`src/rtl/display_scanner.sv`:
```
// Time-multiplexed scanner for a common-anode multi-digit 7-segment display.
// Optional leading-zero suppression is enabled with `define LEADING_ZERO_BLANK_EN.
module display_scanner #(
   parameter int DIGITS       = 4,
   parameter int REFRESH_DIV  = 100000,
   parameter int GUARD_CYCLES = 16
) (
   input  logic                  clk,
   input  logic                  rst_n,
   input  logic [4*DIGITS-1:0]   value,
   input  logic                  load,
   input  logic [DIGITS-1:0]     blank,
   output logic [3:0]            num,
   output logic [DIGITS-1:0]     anode,
   output logic [2:0]            slot,
   output logic                  frame
);

   localparam int CW = $clog2(REFRESH_DIV);
   localparam int IW = $clog2(DIGITS);
   localparam logic [CW-1:0] CNT_LAST = CW'(REFRESH_DIV - 1);
   localparam logic [IW-1:0] IDX_LAST = IW'(DIGITS - 1);
   localparam logic [2:0]    SLOT_LAST = 3'(DIGITS - 1);

   logic [4*DIGITS-1:0] shadow;
   logic [CW-1:0]       cnt;
   logic [IW-1:0]       idx;
   logic [3:0]          nib [DIGITS];
   logic [DIGITS-1:0]   eff_blank;
   logic [DIGITS-1:0]   anode_next;
   logic                guard_done;
   logic                slot_end;

   assign slot_end = (cnt == CNT_LAST);

   always_ff @(posedge clk or negedge rst_n) begin
      if (!rst_n) begin
         shadow <= '0;
      end else if (load) begin
         shadow <= value;
      end
   end

   always_ff @(posedge clk or negedge rst_n) begin
      if (!rst_n) begin
         cnt <= '0;
         idx <= '0;
      end else if (slot_end) begin
         cnt <= '0;
         idx <= (idx == IDX_LAST) ? '0 : idx + 1'b1;
      end else begin
         cnt <= cnt + 1'b1;
      end
   end

   always_comb begin
      for (int i = 0; i < DIGITS; i++) begin
         nib[i] = shadow[4*i +: 4];
      end
   end

`ifdef LEADING_ZERO_BLANK_EN
   logic [DIGITS-1:0] lz;
   logic              upper_zero;

   // Walk down from the most significant digit; digit 0 always stays lit.
   always_comb begin
      lz         = '0;
      upper_zero = 1'b1;
      for (int i = DIGITS - 1; i > 0; i--) begin
         upper_zero = upper_zero & (nib[i] == 4'h0);
         lz[i]      = upper_zero;
      end
   end

   assign eff_blank = blank | lz;
`else
   assign eff_blank = blank;
`endif

   generate
      if (GUARD_CYCLES == 0) begin : g_no_guard
         assign guard_done = 1'b1;
      end else begin : g_guard
         assign guard_done = (cnt >= CW'(GUARD_CYCLES));
      end
   endgenerate

   always_comb begin
      anode_next = '1;
      if (guard_done && !eff_blank[idx]) begin
         anode_next[idx] = 1'b0;
      end
   end

   // Outputs lag cnt/idx by one cycle; frame fires when slot is about to
   // change from the last digit back to digit 0.
   always_ff @(posedge clk or negedge rst_n) begin
      if (!rst_n) begin
         num   <= '0;
         anode <= '1;
         slot  <= '0;
         frame <= 1'b0;
      end else begin
         num   <= nib[idx];
         anode <= anode_next;
         slot  <= 3'(idx);
         frame <= (cnt == '0) && (idx == '0) && (slot == SLOT_LAST);
      end
   end

endmodule
```
`config.mk`:
```
export PLATFORM = sky130hd
export DESIGN_NAME = display_scanner
export DESIGN_NICKNAME = d
export VERILOG_FILES = /design/src/rtl/display_scanner.sv
export SDC_FILE = /design/constraint.sdc
export NUM_CORES = 1
export LEC_CHECK = 0
export BUFFER_PORTS_ARGS = -buffer_cell sky130_fd_sc_hd__clkbuf_2
export CAP_MARGIN = 20
export CORE_ASPECT_RATIO = 0.6
export CORE_MARGIN = 3
export CORE_UTILIZATION = 55
export DETAILED_ROUTE_END_ITERATION = 12
export PLACE_DENSITY = 0.85
export SYNTH_ARGS = -nofsm -noshare
export SYNTH_HDL_FRONTEND = slang
export SYNTH_SLANG_ARGS = --single-unit
```
`constraint.sdc`:
```
create_clock -name clk -period 1.93 [get_ports clk]
set_input_delay 0.386 -clock clk [delete_from_list [all_inputs] [get_ports clk]]
set_output_delay 0.386 -clock clk [all_outputs]
set_load 0.01 [all_outputs]
```
==> results of run 1 <==
-- final cells by class --
class                           count  area [µm²]  area share, %
Tap cell                           45        56.3           2.42
Inverter                            5        18.8          0.807
Clock inverter                      1        5.00          0.215
Timing Repair Buffer               35         180           7.75
Sequential cell                    46        1160           49.7
Multi-Input combinational cell    100         822           35.4
Clock buffer                        7        86.3           3.71
-- cells in the mapped netlist, drive strengths merged --
cell / count / share of area [%]
mux2i: 1 / 0.49
nor3: 2 / 0.49
mux4: 5 / 5.5
and4: 1 / 0.43
ha: 6 / 3.7
buf: 2 / 0.92
nand4: 8 / 2.5
nor2b: 1 / 0.31
xor2: 8 / 3.4
nand3b: 1 / 0.37
clkbuf: 5 / 0.92
and2: 1 / 0.43
nand2: 7 / 1.3
nand3: 11 / 2.7
a41oi: 1 / 0.43
and3: 4 / 1.2
conb: 1 / 0.18
xnor2: 7 / 3.0
nor4: 3 / 1.7
or4: 1 / 0.55
o21ai: 1 / 0.25
dfrtp: 42 / 52
mux2: 16 / 8.9
nor2: 14 / 2.6
inv: 5 / 0.92
dfstp: 4 / 5.2
-- critical path, cell delays in order, from the launching register on --
cell and delay, ps:
sky130_fd_sc_hd__dfrtp_1 470, sky130_fd_sc_hd__ha_1 260, sky130_fd_sc_hd__nand4_1 150, sky130_fd_sc_hd__nor3_1 370, sky130_fd_sc_hd__and2_4 290, sky130_fd_sc_hd__mux2i_1 90
-- flip-flops by register name (all words and copies together), names as in the netlist --
| signal | cells |
|---|---|
| cnt | 17 |
| shadow | 16 |
| anode | 4 |
| num | 4 |
| idx | 2 |
| slot | 2 |
| frame | 1 |
-- layer usage --
metal  track usage [%]  routed length (µm)  vias up
met5                 0                   0        -
met3              4.98                 296        9
met2              32.2                1890       55
met4              6.84                  53        0
li1                  -                   -      620
met1              25.8                1680      644
-- through the flow --
| step | instances | total power [mW] |
|---|---|---|
| 2_1_floorplan | 158 | 1.10 |
| 3_3_place_gp | 231 | 1.15 |
| 3_5_place_dp | 231 | 1.16 |
| 4_1_cts | 239 | 1.75 |
| 5_1_grt | 239 | 1.80 |
| 6_report | 239 | 1.74 |
-- where the power goes --
part / switching (mW) / internal, mW / total, mW / leakage [nW]
registers: 0.0193 / 1.01 / 1.03 / 0.569
logic: 0.0517 / 0.0651 / 0.117 / 0.463
clock network: 0.304 / 0.289 / 0.593 / 0.0482
-- how the worst max path moves through the flow --
stage / start / to / slack [ps] / cells past startpoint
2_1_floorplan: idx[0] / anode[0] / 270 / 4
3_3_place_gp: cnt[11] / idx[0] / 280 / 4
3_5_place_dp: cnt[11] / idx[0] / 230 / 4
4_1_cts: cnt[11] / idx[0] / 210 / 4
5_1_grt: cnt[0] / idx[0] / 80 / 5
6_report: cnt[1] / idx[0] / 180 / 5
-- logic make-up after synthesis --
group	synth area share (%)
fa+ha+maj	3.69
compound gates	0.676
buf+inv	2.77
xor+xnor	6.46
flops	56.8
mux	14.9
simple gates	14.5
other cells	0.184
==> metrics.yaml, run 1 <==
sta:
  grt_setup_unrepaired: "false"
  fin_worst_hold_slack_ps: 151
  tns_ps: 0
  min_period_over_period_pct: 90.5
  worst_clock_skew_ps: 7.05
  maxSlewViolCount: 0
  slew_headroom_pct: 62.8
  fmaxAchievable_ghz: 0.572
  finalHoldViolCount: 0
  worst_slew_pin_slew_ps: 558
  fin_ws_ps: 182
  final.min_clock_period_ps: 1750
  report.final.setup_viol: 0
clocking:
  cts_tree: "built"
  cts_htree_levels: 2
  cts_made_buffers: 5
  clk_path_buf_depth: 2
  cts_setup_buffers: 0
  clkTransAtPathRegs_ps: 80
  cts.repair.resized: 0
  clock_insertion_delay_worst_skew_ps: 290
  cts_root_buffer: "sky130_fd_sc_hd__clkbuf_8"
  postCtsHoldBufs: 0
  clock_sinks: 46
route:
  antenna_violating_nets_post_route: 0
  drc: 0
  route.detailed.wl_per_inst_um: 16.4
  wirelength_mm: 3.91
  firstDrtPassIters: 5
  via_count: 1328
  initialDrtViolationCount: 113
  vias_per_cell: 5.56
setup_path:
  rr_worst_depth: 5
  worstReg2RegEnd: "idx[0]"
  kind_of_critical_path: "reg -> reg"
  ff2ff_setup_slack_ps: 180
  timing.critical_path.fanout_max: 11
  critical_path_end_type: "flip-flop"
  critical_path_arrival_ps: 1930
  timing.critical_path.from_type: "flip-flop"
  startpoint_of_the_most_critical_register_to_register_path: "cnt[1]"
  crit_required_ps: 2110
yosys:
  netlist-cell-type-count: 28
  synthesized_netlist_net_count: 187
  synth_area_um2: 2030
  synthesis.instances: 158
  synth_sequential_area_ratio_pct: 56.8
  post_synth.cell_area_avg_um2: 12.9
  synth-seq-cells: 46
  synth-warning-count: 0
finish:
  fin_area_um2: 2320
  syn_to_final_growth_pct: 14.3
  final_common_cell: "sky130_fd_sc_hd__dfrtp_1"
  final_layout_size_suffix_gt1_share_pct: 36.1
  post-route-util_pct: 68.3
  filler_cell_count: 248
  mostFrequentLayoutCells: "sky130_fd_sc_hd__dfrtp_1 (42), sky130_fd_sc_hd__clkbuf_2 (33), sky130_fd_sc_hd__mux2_2 (16)"
  antenna_cells: 0
  finalNetCount: 222
global_routing:
  largest_net_degree_at_the_start_of_global_routing: 47
  grt.total_usage_pct: 19.6
  number_of_global_route_vias_before_repair: 1376
  grt_remaining_overflow: 0
  grt_antenna_before_repair: 0
  grt_pass1_wl_mm: 6.65
placed_design:
  placed_area_um2: 2230
  finalWeightedCongestion: 0.980
  buffer_ports.inserted: 33
  dp_hpwl_mm: 2.95
  placement.setup.worst_slack_ps: 234
floorplanning:
  coreArea_um2: 3400
  die-area_um2: 4490
  die_height_um: 53.1
  core.rowCount: 16
  die_x_um: 84.5
  initial_utilization_pct: 59.8
  num_io_pins: 35
hold_path:
  type_of_the_most_critical_hold_path: "in -> async"
power:
  peak_supply_drop_mv: 0.427
  power_density_nw_per_um2: 747
  p_leak_nw: 1.08
run:
  max_cap_violations: 0
outcome:
  run_status: "complete, no violations"
Power figures use the tool's default switching activity.
==> run 2: changes to the inputs <==
==> constraint.sdc (replaced) <==
create_clock -name clk -period 1.75 [get_ports clk]
set_input_delay 0.0875 -clock clk [delete_from_list [all_inputs] [get_ports clk]]
set_output_delay 0.0875 -clock clk [all_outputs]
set_load 0.01 [all_outputs]
==> metrics.yaml, run 2 (synthesis results as in run 1) <==
outcome:
  run_status: "complete, no violations"  # unchanged
route:
  initialDrtViolationCount: 134  # was 113
  vias_per_cell: 5.84  # was 5.56
  via_count: 1460  # was 1328
  met2_wire_len_mm: 2.18  # was 1.89 mm
  routed.top_layer: "met4"  # unchanged
  route.detailed.wl_per_inst_um: 17.9  # was 16.4 µm
  drc: 0  # unchanged
  antenna_violating_nets_post_route: 0  # unchanged
  dr_wl_met3_um: 326  # was 296 µm
  route.layer.met1.wl_mm: 1.85  # was 1.68 mm
  firstDrtPassIters: 4  # was 5
  wirelength_mm: 4.48  # was 3.91 mm
sta:
  worst_clock_skew_ps: 8.24  # was 7.05 ps
  min_period_over_period_pct: 98.2  # was 90.5%
  worst_slew_pin_slew_ps: 581  # was 558 ps
  final.min_clock_period_ps: 1720  # was 1750 ps
  finalHoldViolCount: 0  # unchanged
  fmaxAchievable_ghz: 0.582  # was 0.572 GHz
  report.final.setup_viol: 0  # unchanged
  slew_headroom_pct: 61.2  # was 62.8%
  maxSlewViolCount: 0  # unchanged
setup_path:
  rr_worst_depth: 6  # was 5
  kind_of_critical_path: "reg -> reg"  # unchanged
  critical_path_arrival_ps: 1950  # was 1930 ps
  timing.critical_path.max_delay_family: "simple AND/OR/NAND/NOR gates"  # unchanged
  startpoint_of_the_most_critical_register_to_register_path: "cnt[11]"  # was cnt[1]
  critical_path.max_stage_delay_ps: 550  # was 470 ps
  crit_top_cell: "sky130_fd_sc_hd__buf_4"
  timing.critical_path.fanout_max: 5  # was 11
  critical_path_end_type: "flip-flop"  # unchanged
  worstReg2RegEnd: "idx[0]"  # unchanged
  crit_required_ps: 1980  # was 2110 ps
  timing.critical_path.from_type: "flip-flop"  # unchanged
  timing.critical_path.buf_inv: 2  # was 0
  cp_cell_instances: "or4_4, nor4_4, buf_4, buf_4, nand3b_1, mux2i_1"  # was ha_1, nand4_1, nor3_1, and2_4, mux2i_1
  ff2ff_setup_slack_ps: 30  # was 180 ps
  slowest_stage: "sky130_fd_sc_hd__or4_4"  # was sky130_fd_sc_hd__dfrtp_1
hold_path:
  hold_crit_start: "value[10]"
  hold_path_depth: 2
  type_of_the_most_critical_hold_path: "in -> reg"  # was in -> async
  timing.hold.worst_endpoint: "shadow[10]"
power:
  power_density_nw_per_um2: 895  # was 747 nW/µm²
  comb_power_share_pct: 6.1  # was 6.7%
  power_switching_mw: 0.453  # was 0.375 mW
  seqPwrFrac_pct: 51.2  # was 59.1%
  p_clk_share_pct: 42.7  # was 34.1%
  p_leak_nw: 1.16  # was 1.08 nW
  swShare_pct: 20.5  # was 21.6%
  p_total_mw: 2.21  # was 1.74 mW
  peak_supply_drop_mv: 0.608  # was 0.427 mV
  p_int_mw: 1.76  # was 1.36 mW
floorplanning:
  core.rowCount: 16  # unchanged
  die-area_um2: 4490  # unchanged
  coreArea_um2: 3400  # unchanged
  initial_utilization_pct: 59.8  # unchanged
  num_io_pins: 35  # unchanged
  die_x_um: 84.5  # unchanged
  die_height_um: 53.1  # unchanged
clocking:
  cts_htree_levels: 2  # unchanged
  clock_sinks: 46  # unchanged
  clk_path_buf_depth: 2  # unchanged
  cts_made_buffers: 5  # unchanged
  clock_insertion_delay_worst_skew_ps: 300  # was 290 ps
  clkTransAtPathRegs_ps: 80  # about the same
  cts_root_buffer: "sky130_fd_sc_hd__clkbuf_8"  # unchanged
  cts_tree: "built"  # unchanged
placed_design:
  post-place-cells: 237  # was 231
  placed_area_um2: 2280  # was 2230 µm²
  finalWeightedCongestion: 0.962  # was 0.980
  buffer_ports.inserted: 33  # unchanged
  dp_hpwl_mm: 3.10  # was 2.95 mm
finish:
  finalNetCount: 233  # was 222
  finish.cell_count_without_fillers: 250  # was 239
  final_layout_size_suffix_gt1_share_pct: 40.5  # was 36.1%
  reg.largest.list: "cnt x17, shadow x16"  # unchanged
  filler_cell_count: 205  # was 248
  max_reg_flops: 17  # unchanged
  fin_area_um2: 2470  # was 2320 µm²
  final_common_cell: "sky130_fd_sc_hd__dfrtp_1"  # unchanged
  multi_input_area_um2: 843  # was 822 µm²
  mostFrequentLayoutCells: "sky130_fd_sc_hd__dfrtp_1 (42), sky130_fd_sc_hd__clkbuf_2 (33), sky130_fd_sc_hd__mux2_2 (16)"  # unchanged
  antenna_cells: 0  # unchanged
  post-route-util_pct: 72.6  # was 68.3%
  reg_with_most_ffs: "cnt"  # unchanged
  seq_area_um2: 1160  # unchanged
  syn_to_final_growth_pct: 21.4  # was 14.3%
global_routing:
  number_of_global_route_vias_before_repair: 1539  # was 1376
  grt_pass1_wl_mm: 7.48  # was 6.65 mm
  largest_net_degree_at_the_start_of_global_routing: 24  # was 47
  grt.total_usage_pct: 22.4  # was 19.6%
  grt_antenna_before_repair: 0  # unchanged
  grt_remaining_overflow: 0  # unchanged
run:
  max_cap_violations: 0  # unchanged
[run 2: worst max-delay path by stage]
| stage | startpoint | end | slack, ps | cells past startpoint |
|---|---|---|---|---|
| after global placement | cnt[11] | idx[0] | 90 | 4 |
| after global routing | cnt[11] | idx[0] | -6 | 6 |
| after detailed placement | cnt[11] | idx[0] | 20 | 4 |
| final | cnt[11] | idx[0] | 30 | 6 |
| after CTS | cnt[11] | idx[0] | 3 | 5 |
| after floorplan | idx[0] | anode[0] | 90 | 4 |
[run 2: stage by stage]
step	hold slack [ps]	setup TNS (ps)	setup WS [ps]
after global placement	89.5	0	85.9
after detailed placement	109	0	15.7
after floorplan	-208	0	94.6
after global routing	11.6	-5.88	-5.88
final	15.5	0	31.6
after CTS	7.61	0	3.45
[run 2: area by class of cell]
class | instances | share of cell area (%)
repair buffers | 45 | 10.4
multi-input cells | 101 | 34.1
clock inverters | 3 | 2.79
flip-flops and latches | 46 | 46.8
inverters | 5 | 0.760
clock buffers | 5 | 2.79
well taps | 45 | 2.28
[run 2: metal layers]
| metal | vias to the layer above | GRT usage [%] |
|---|---|---|
| met5 | - | 0 |
| met4 | 0 | 10.3 |
| met3 | 15 | 5.75 |
| met2 | 66 | 36.5 |
| met1 | 736 | 28.7 |
| li1 | 643 | - |
[run 2: power by group through the flow]
stage,sequential [mW],combinational (mW),clock (mW)
3_3_place_gp,1.15,0.126,0
6_report,1.13,0.135,0.944
4_1_cts,1.13,0.138,0.958
2_1_floorplan,1.15,0.0636,0
5_1_grt,1.14,0.148,0.993
3_5_place_dp,1.15,0.135,0
[run 2: worst reg2reg max path, stage by stage (launching register included)]
cell and delay (ps):
sky130_fd_sc_hd__dfrtp_1 390, sky130_fd_sc_hd__or4_4 550, sky130_fd_sc_hd__nor4_4 210, sky130_fd_sc_hd__buf_4 190, sky130_fd_sc_hd__buf_4 120, sky130_fd_sc_hd__nand3b_1 70
sky130_fd_sc_hd__mux2i_1 130
[run 2: timing repair]
action	in CTS	in global routing
pin swaps	2	1
gates resized for setup	1	2
setup endpoints to repair	5	11
cloned	1	0
endpoints found under the hold margin	21	0
buffers inserted	2	1
hold buffers	1	0
==> run 3: changes to the inputs <==
--- a/config.mk
+++ b/config.mk
@@ -9,9 +9,10 @@
 export CAP_MARGIN = 20
 export CORE_ASPECT_RATIO = 0.6
 export CORE_MARGIN = 3
-export CORE_UTILIZATION = 55
+export CORE_UTILIZATION = 25
+export CTS_BUF_LIST = sky130_fd_sc_hd__clkbuf_4 sky130_fd_sc_hd__clkbuf_8
 export DETAILED_ROUTE_END_ITERATION = 12
-export PLACE_DENSITY = 0.85
+export PLACE_DENSITY = 0.49
 export SYNTH_ARGS = -nofsm -noshare
 export SYNTH_HDL_FRONTEND = slang
 export SYNTH_SLANG_ARGS = --single-unit
==> metrics.yaml, run 3 (synthesis results as in run 1) <==
sta:
  tns_ps: 0  # unchanged
  fin_ws_ps: 52.5  # was 31.6 ps
  fmaxAchievable_ghz: 0.589  # was 0.582 GHz
  report.final.setup_viol: 0  # unchanged
  final.min_clock_period_ps: 1700  # was 1720 ps
  finalHoldViolCount: 0  # unchanged
  worst_clock_skew_ps: 5.70  # was 8.24 ps
  slew_headroom_pct: 53.1  # was 61.2%
  min_period_over_period_pct: 97.0  # was 98.2%
  fin_worst_hold_slack_ps: 16.2  # was 15.5 ps
  maxSlewViolCount: 0  # unchanged
  worst_slew_pin_slew_ps: 703  # was 581 ps
finish:
  finalNetCount: 239  # was 233
  multi_input_area_um2: 830  # was 843 µm²
  mostFrequentLayoutCells: "sky130_fd_sc_hd__dfrtp_1 (42), sky130_fd_sc_hd__clkbuf_2 (33), sky130_fd_sc_hd__mux2_2 (16)"  # unchanged
  antenna_cells: 0  # unchanged
  final_common_cell: "sky130_fd_sc_hd__dfrtp_1"  # unchanged
  final_layout_size_suffix_gt1_share_pct: 39.8  # was 40.5%
  seq_area_um2: 1160  # unchanged
  syn_to_final_growth_pct: 25.1  # was 21.4%
  post-route-util_pct: 33.6  # was 72.6%
  reg_with_most_ffs: "cnt"  # unchanged
  max_reg_flops: 17  # unchanged
  filler_cell_count: 803  # was 205
  reg.largest.list: "cnt x17, shadow x16"  # unchanged
setup_path:
  kind_of_critical_path: "reg -> reg"  # unchanged
  critical_path_arrival_ps: 1890  # was 1950 ps
  ff2ff_setup_slack_ps: 50  # was 30 ps
  timing.critical_path.buf_inv: 0  # was 2
  slowest_stage: "sky130_fd_sc_hd__or4_4"  # unchanged
  cp_cell_instances: "or4_4, nor4_4, and2_4, mux2i_1"  # was or4_4, nor4_4, buf_4, buf_4, nand3b_1, mux2i_1
  timing.critical_path.fanout_max: 11  # was 5
  critical_path_end_type: "flip-flop"  # unchanged
  timing.critical_path.max_delay_family: "simple AND/OR/NAND/NOR gates"  # unchanged
  crit_required_ps: 1940  # was 1980 ps
  timing.critical_path.from_type: "flip-flop"  # unchanged
  critical_path.max_stage_delay_ps: 550  # about the same
power:
  p_leak_nw: 1.17  # was 1.16 nW
  peak_supply_drop_mv: 0.345  # was 0.608 mV
  p_int_mw: 1.49  # was 1.76 mW
  seqPwrFrac_pct: 58.8  # was 51.2%
  comb_power_share_pct: 7.2  # was 6.1%
  p_total_mw: 1.92  # was 2.21 mW
  power_density_nw_per_um2: 756  # was 895 nW/µm²
  power_switching_mw: 0.436  # was 0.453 mW
  swShare_pct: 22.6  # was 20.5%
  p_clk_share_pct: 34.0  # was 42.7%
route:
  drc: 0  # unchanged
  wirelength_mm: 4.26  # was 4.48 mm
  route.detailed.wl_per_inst_um: 13.5  # was 17.9 µm
  vias_per_cell: 4.23  # was 5.84
  initialDrtViolationCount: 39  # was 134
  firstDrtPassIters: 4  # unchanged
  via_count: 1333  # was 1460
  antenna_violating_nets_post_route: 0  # unchanged
global_routing:
  number_of_global_route_vias_before_repair: 1376  # was 1539
  grt.total_usage_pct: 10.4  # was 22.4%
  grt_antenna_before_repair: 0  # unchanged
  grt_pass1_wl_mm: 7.09  # was 7.48 mm
  largest_net_degree_at_the_start_of_global_routing: 30  # was 24
  grt_remaining_overflow: 0  # unchanged
clocking:
  clk_path_buf_depth: 2  # unchanged
  cts_root_buffer: "sky130_fd_sc_hd__clkbuf_8"  # unchanged
  cts_htree_levels: 2  # unchanged
  cts_made_buffers: 5  # unchanged
  cts_tree: "built"  # unchanged
  clkTransAtPathRegs_ps: 90  # was 80 ps
  clock_insertion_delay_worst_skew_ps: 300  # about the same
  clock_sinks: 46  # unchanged
placed_design:
  buffer_ports.inserted: 33  # unchanged
  dp_hpwl_mm: 3.26  # was 3.10 mm
  placement.setup.worst_slack_ps: 97.8  # was 15.7 ps
  finalWeightedCongestion: 0.730  # was 0.962
floorplanning:
  die_x_um: 122  # was 84.5 µm
  core.rowCount: 24  # was 16
  coreArea_um2: 7570  # was 3400 µm²
  die-area_um2: 9290  # was 4490 µm²
  num_io_pins: 35  # unchanged
  initial_utilization_pct: 26.9  # was 59.8%
  die_height_um: 75.9  # was 53.1 µm
outcome:
  run_status: "complete, no violations"  # unchanged
hold_path:
  type_of_the_most_critical_hold_path: "in -> reg"  # unchanged
run:
  max_cap_violations: 0  # unchanged
-- run 3: cell count changes in the layout (fill, tap and decap cells not counted) --
cell,before,now
sky130_fd_sc_hd__bufinv_16,2,0
sky130_fd_sc_hd__nor3_2,1,0
sky130_fd_sc_hd__clkinv_2,0,1
sky130_fd_sc_hd__clkbuf_4,0,1
sky130_fd_sc_hd__and2_4,2,1
sky130_fd_sc_hd__buf_4,11,14
sky130_fd_sc_hd__dlygate4sd3_1,1,5
sky130_fd_sc_hd__nor3_1,1,2
-- run 3: final timing paths --
kind,from,to,cells past startpoint
hold / removal,value[10],shadow[10],2
min in group asynchronous,rst_n,num[2],2
setup reg to reg,cnt[11],idx[0],4
max in group asynchronous,rst_n,cnt[8],3
setup / recovery,cnt[11],idx[0],4
hold reg to reg,shadow[9],shadow[9],1
-- run 3: worst register-to-register path, stage by stage, from the launching register on --
cell	delay (ps)
sky130_fd_sc_hd__dfrtp_1	390
sky130_fd_sc_hd__or4_4	550
sky130_fd_sc_hd__nor4_4	260
sky130_fd_sc_hd__and2_4	290
sky130_fd_sc_hd__mux2i_1	90
-- run 3: final cells by class --
class	count	share of cell area (%)
flip-flops and latches	46	45.4
multi-input cells	100	32.6
repair buffers	52	12.6
well taps	104	5.11
clock buffers	6	3.00
inverters	5	0.737
clock inverters	2	0.541
-- run 3: timing repair --
action | 4_1_cts | 5_1_grt
buffers inserted | 0 | 0
endpoints found under the setup margin | 0 | 4
hold buffers | 4 | 1
endpoints found under the hold margin | 26 | 1
resized for setup | 0 | 1
-- run 3: metrics by stage --
step                      cell area (µm²)  std cells
final                                2540        315
after floorplan                      2030        158
after global routing                 2540        315
after CTS                            2530        314
after detailed placement             2400        302
after global placement               2400        302
-- run 3: power by group through the flow --
stage	clock, mW	combinational [mW]	sequential (mW)
2_1_floorplan	0	0.0636	1.15
3_3_place_gp	0	0.132	1.15
3_5_place_dp	0	0.135	1.15
4_1_cts	0.700	0.141	1.13
5_1_grt	0.742	0.156	1.14
6_report	0.653	0.139	1.13
-- run 3: routing by layer --
| metal | track usage [%] | share of wire, % | wire [µm] |
|---|---|---|---|
| met1 | 15.9 | 57 | 2430 |
| met2 | 12.3 | 35 | 1500 |
| met3 | 4.01 | 6.3 | 269 |
| met4 | 4.47 | 1.5 | 65 |
| met5 | 0 | 0 | 0 |
